<file path="src/rtl/redc3329_from_mont.sv">
`timescale 1ns/1ps
// Montgomery-exit converter for q=3329, R=2^12: out = in * R^-1 mod q, canonical 0..q-1.
// 3-stage valid/ready pipeline, 1 item/cycle; the whole pipe stalls while the output is held.
module redc3329_from_mont #(
  parameter int MOD     = 3329,
  parameter int MOD_INV = 3327,
  parameter int WIDTH   = 12,
  parameter int TAG_W   = 8
) (
  input  logic             clk,
  input  logic             rst_n,
  input  logic             in_valid,
  output logic             in_ready,
  input  logic [WIDTH-1:0] in_data,
  input  logic [TAG_W-1:0] in_tag,
  output logic             out_valid,
  input  logic             out_ready,
  output logic [WIDTH-1:0] out_data,
  output logic [TAG_W-1:0] out_tag,
  output logic             busy
);

  localparam int SW = 2*WIDTH + 1;
  localparam logic [WIDTH-1:0] MINV_W = WIDTH'(MOD_INV);
  localparam logic [SW-1:0]    MOD_S  = SW'(MOD);
  localparam logic [WIDTH:0]   MOD_T  = (WIDTH+1)'(MOD);

  logic             stall;
  logic             advance;
  logic             in_fire;

  logic             v1, v2, v3;
  logic [WIDTH-1:0] x1, m1;
  logic [TAG_W-1:0] tag1, tag2, tag3;
  logic [SW-1:0]    s2;
  logic [WIDTH-1:0] d3;

  logic [WIDTH-1:0] m_next;
  logic [SW-1:0]    s_next;
  logic [WIDTH:0]   t;
  logic [WIDTH:0]   t_red;
  logic [WIDTH-1:0] d3_next;

  assign stall    = v3 & ~out_ready;
  assign advance  = ~stall;
  assign in_ready = ~stall;
  assign in_fire  = in_valid & in_ready;

  // WIDTH x WIDTH product into WIDTH bits: keeps only the low bits, i.e. mod R.
  assign m_next  = in_data * MINV_W;
  assign s_next  = SW'(x1) + SW'(m1) * MOD_S;
  // Low WIDTH bits of s are zero by construction; t <= MOD so one subtract is enough.
  assign t       = (WIDTH+1)'(s2 >> WIDTH);
  assign t_red   = (t >= MOD_T) ? (t - MOD_T) : t;
  assign d3_next = WIDTH'(t_red);

  always_ff @(posedge clk or negedge rst_n) begin
    if (!rst_n) begin
      v1   <= 1'b0;
      x1   <= '0;
      m1   <= '0;
      tag1 <= '0;
    end else if (advance) begin
      v1 <= in_fire;
      if (in_fire) begin
        x1   <= in_data;
        m1   <= m_next;
        tag1 <= in_tag;
      end
    end
  end

  always_ff @(posedge clk or negedge rst_n) begin
    if (!rst_n) begin
      v2   <= 1'b0;
      s2   <= '0;
      tag2 <= '0;
    end else if (advance) begin
      v2 <= v1;
      if (v1) begin
        s2   <= s_next;
        tag2 <= tag1;
      end
    end
  end

  // Data/tag only load with a real item so the output holds its last value across bubbles.
  always_ff @(posedge clk or negedge rst_n) begin
    if (!rst_n) begin
      v3   <= 1'b0;
      d3   <= '0;
      tag3 <= '0;
    end else if (advance) begin
      v3 <= v2;
      if (v2) begin
        d3   <= d3_next;
        tag3 <= tag2;
      end
    end
  end

  assign out_valid = v3;
  assign out_data  = d3;
  assign out_tag   = tag3;
  assign busy      = v1 | v2 | v3;

  out_range_a: assert property (@(posedge clk) disable iff (!rst_n)
    out_valid |-> ({1'b0, out_data} < MOD_T));

  out_hold_a: assert property (@(posedge clk) disable iff (!rst_n)
    (out_valid && !out_ready) |=> (out_valid && $stable(out_data) && $stable(out_tag)));

endmodule

</file>
<file path="config.mk">
export PLATFORM = sky130hd
export DESIGN_NAME = redc3329_from_mont
export DESIGN_NICKNAME = d
export VERILOG_FILES = /design/src/rtl/redc3329_from_mont.sv
export SDC_FILE = /design/constraint.sdc
export NUM_CORES = 1
export LEC_CHECK = 0
export ABC_AREA = 0
export BUFFER_PORTS_ARGS = -buffer_cell sky130_fd_sc_hd__buf_2
export CAP_MARGIN = 30
export CELL_PAD_IN_SITES_DETAIL_PLACEMENT = 2
export CELL_PAD_IN_SITES_GLOBAL_PLACEMENT = 2
export CORE_ASPECT_RATIO = 1.2
export CORE_UTILIZATION = 40
export CTS_CLUSTER_DIAMETER = 30
export DETAILED_ROUTE_END_ITERATION = 16
export PLACE_DENSITY = 0.9
export SLEW_MARGIN = 10
export SYNTH_ARGS = -nofsm -noshare
export SYNTH_HDL_FRONTEND = slang
export SYNTH_SLANG_ARGS = --single-unit
</file>
<file path="constraint.sdc">
create_clock -name clk -period 4.8 [get_ports clk]
set_input_delay 0.48 -clock clk [delete_from_list [all_inputs] [get_ports clk]]
set_output_delay 0.48 -clock clk [all_outputs]
set_load 0.03 [all_outputs]
</file>
# Word level (Yosys, flattened, before mapping)
# Index checks and enable logic that the tools add are counted.
# totals
inputBits	24
register_bits	88
out_inout_bits	23
# op_classes
reduce_logical	3
add_sub_neg	2
magnitude_cmp	1
mux	1
bitwise	6
mul	2
# ops
operator	count
$add A12 B24 Y25	1
$mul A12 B12 Y24 const B	1
$ge A13 B12 Y1 const B	1
$mul A12 B11 Y12 const B	1
$mux W12	1
$sub A12 B12 Y12 const B	1
$reduce_and A2 Y1	3
$and A1 B1 Y1	2
$not A1 Y1	2
$or A1 B1 Y1	2

# Depth between registers and ports, before layout
# logic_depth
ltp_word	5
mapped_depth	17

# Worst setup path before layout
# No wires, ideal clock.
# synth_path
kind	register -> register
startpoint	register m1[1]
endpoint	register s2[24]
setup_slack_ns	0.527
path_stages_with_launch	18
n_path_buf	1
synth_period_minus_slack_ns	4.273
arrival_time_ns	4.204
setup_time_ns	0.069
cell_sequence	dfrtp_1 > ha_1 > inv_1 > fa_1 > inv_1 > ha_1 > inv_1 > fa_1 > fa_1 > inv_1 > ha_1 > a21oi_1 > nand3_1 > a31o_1 > and3_4 > buf_6 > or4_1 > nand3_1
# synth_via
elab_chain_len	2
# synth_rtl
element	line	text
from (decl)	33	logic [WIDTH-1:0] x1, m1;
from (signal assigned)	67	m1 <= m_next;
$mul A12 B12 Y24	51	assign s_next = SW'(x1) + SW'(m1) * MOD_S;
$add A12 B24 Y25	51	
to (signal assigned)	81	s2 <= s_next;
to (decl)	35	logic [SW-1:0] s2;
# Every way passes these cells.
# A chain may end at the register's enable or synchronous reset.

# Final worst setup path
# Ends and elaborated chain as after synthesis.

==> metrics.txt <==
outcome=finished clean; Mean Syn Cell Area=9.86 µm²; vias per cell=5.46; clk sinks=75; fraction of layout cells with a size suffix above 1=13.7%; CP cell instances=ha_1 -> inv_1 -> fa_1 -> inv_1 -> ha_1 -> inv_1 -> fa_1 -> fa_1 -> inv_1 -> ha_1 -> a21oi_1 -> nand3_1 -> a31o_1 -> and3_4 -> or4_1 -> nand3_1; initial antenna violation count=0; CP Class=reg -> reg; Final #Nets=951; die width=122 µm; Post-CTS Setup Bufs=0; CTS Buffer Depth=2; Syn Nets=907; Synth area leader=dfrtp_1; post-route cell area=0.00776 mm²; vias=5294; RSZ-0062 raised after global routing=false; minimum clock period=4.59 ns; Setup Slack @ Placement=-0.0952 ns; Initial Util=41.1%; Final Hold Violating Endpoints=0; FP Rows=52; Worst path slowest cell=fa_1; Routed Antenna Nets=0; largest net degree at the start of global routing=76; drt drc=0; synth warn=0; top cells by area, synth=dfrtp_1 27%, ha_1 24%, fa_1 13%, inv_1 6.4%, mux2_2 4.9%; Netlist cell types=53; Worst EP arrival=4.88 ns; die area=0.0179 mm²; Root Driver=clkbuf_16; # fillers=1809; global-route wire length before repair=32900 µm; total track usage=24.6%; Worst Reg-to-Reg Cells=16; drt total wl=20300 µm; Worst Path Required=5.09 ns; hold crit path type=in -> reg; total I/O pin count=47; final setup fails=0; Cell Area, Synth=0.00695 mm²; clock latency on the worst-skew pair=0.36 ns; Crit. End Element=flop; Post-synth ARST share=100%; Placed Instances=950; FF/Latch Area=0.00188 mm²; most frequent CP cell=inv_1; Synth top area share=27.0%; crit-path max cell delay=0.55 ns; vias in the first global route=6400; Die H=146 µm; Final HPWL DP=16600 µm; Slew Viols, Final=0; fmax=0.218 GHz; CTS tree=done; slew at the pin closest to its max-slew limit=0.938 ns; Port Buffers=46; headroom to the max-slew limit=37.4%; H-tree levels=3; CP startpoint kind=flop; max-cap check violation count=0; DR pass1 iterations=4; clock skew=0.00754 ns; DR iter-0 viols=157; synthesized flop and latch total=75; setup TNS=0 ns; Cell Count, Final, Fillers Out=970; commonest register cell after synthesis=dfrtp_1; EDFF count, synth=0; post-route setup slack=0.206 ns; DP Area=0.00739 mm²; drt wl/cell=20.9 µm; CP Max Fanout=7; multi-input logic area=0.00455 mm²; Worst-path clk slew=0.07 ns; Cells after Synth=705; CTS Buf Count=9; Placeable Area=0.0169 mm²; GR Overflow Total=0; sequential share of the synthesized area=27.0%; # diodes=0; gpl congestion=0.898; Final Cycle Share=95.7%; area grow syn2layout=11.7%; Hold Path Depth=2
area by class of cell:
cell class	count	area share [%]
Multi-Input combinational cell	492	58.5
Sequential cell	75	24.2
Inverter	119	5.75
Timing Repair Buffer	52	4.06
Tap cell	216	3.48
Clock buffer	9	2.90
Clock inverter	7	1.08
synth_stat cells, drive strengths merged, types with 3 or more instances:
cell type	instances
and2	3
nor3	11
o31ai	6
inv	119
nand4	7
clkbuf	16
mux2	30
nand3b	3
nand2	81
fa	45
nand3	8
a21o	11
ha	133
o21ai	42
and3	4
a21oi	16
dfrtp	75
xor2	15
xnor2	21
o21a	4
nor2	17
buf	3
worst paths after layout:
check | from | end | slack [ns]
max in group asynchronous | rst_n | x1[3] | 3.70
setup / recovery | m1[1] | s2[24] | 0.21
hold reg to reg | tag1[1] | tag2[1] | 0.47
min in group asynchronous | rst_n | s2[19] | 0.52
hold / removal | in_tag[2] | tag1[2] | 0.36
setup reg to reg | m1[1] | s2[24] | 0.21
cell families (layout without fill, tap and decap cells):
family / after synthesis / count (layout) / share of synthesized area (%)
adders and majority gates: 178 / 178 / 36.9
muxes: 31 / 31 / 5.01
and+or+nand+nor: 148 / 148 / 9.71
DFF: 75 / 75 / 27.0
xor gates and xnor gates: 36 / 36 / 4.54
AOI/OAI and AO/OA: 99 / 99 / 9.26
buffers and inverters: 138 / 187 / 7.56
sequential cells by signal, summed over array words and instances (netlist names), 8 cells and up:
signal,count
m1,11
s2,13
tag1,8
x1,12
out_tag,8
out_data,12
tag2,8
placed cells by master (no fill, tap or decap), types with 2 or more instances in the layout:
cell type	synthesis	routed
nor2_1	17	17
nor2b_1	2	2
nand2_1	81	81
nand3_1	8	8
and2_1	2	2
nand3b_1	3	3
o21bai_1	2	2
and3_1	3	3
a21oi_1	16	16
dfrtp_1	75	75
clkbuf_16	0	9
or3_1	2	2
nor4_1	2	2
or2_2	2	2
fa_1	45	45
o21ai_0	40	39
nor3_1	11	11
buf_2	0	45
xnor2_1	21	21
nand2b_1	2	2
mux2_2	30	30
inv_6	0	3
o211ai_1	2	2
ha_1	133	133
a21o_1	11	11
buf_4	0	3
a221o_1	2	2
a211oi_1	2	2
o21a_1	4	4
buf_8	0	2
xor2_1	15	15
o31ai_1	6	6
nand4_1	7	7
inv_1	119	119
o21ai_1	1	2
per-stage QoR:
stage,utilization (%),hold slack [ns]
6_report,45.9,0.356
5_1_grt,45.9,0.359
4_1_cts,45.5,0.312
3_5_place_dp,43.7,0.465
3_3_place_gp,43.7,0.444
2_1_floorplan,-,0.184
what timing repair did:
| action | 4_1_cts | 5_1_grt |
|---|---|---|
| endpoints found under the setup margin | 0 | 2 |
| hold buffers | 0 | 1 |
| gates resized for setup | 0 | 2 |
| endpoints found under the hold margin | 0 | 12 |
critical path: cells and delay by family (launching register included):
family | cells | cell delay [ns]
fa+ha+maj | 6 | 2.42
buf+inv | 4 | 0.21
flops | 1 | 0.46
compound gates | 2 | 0.46
simple gates | 4 | 0.95
routing by layer:
layer  global-route usage (%)  vias to the layer above  share of wire (%)
li1                         -                     2438                  -
met1                     23.0                     2682                 34
met2                     48.2                      106                 59
met3                     2.97                       68                1.8
met4                     16.0                        0                5.9
met5                        0                        -                  0
Power is not shown: default switching activity piles up to over one toggle a cycle in this logic, so the estimate is an artifact.
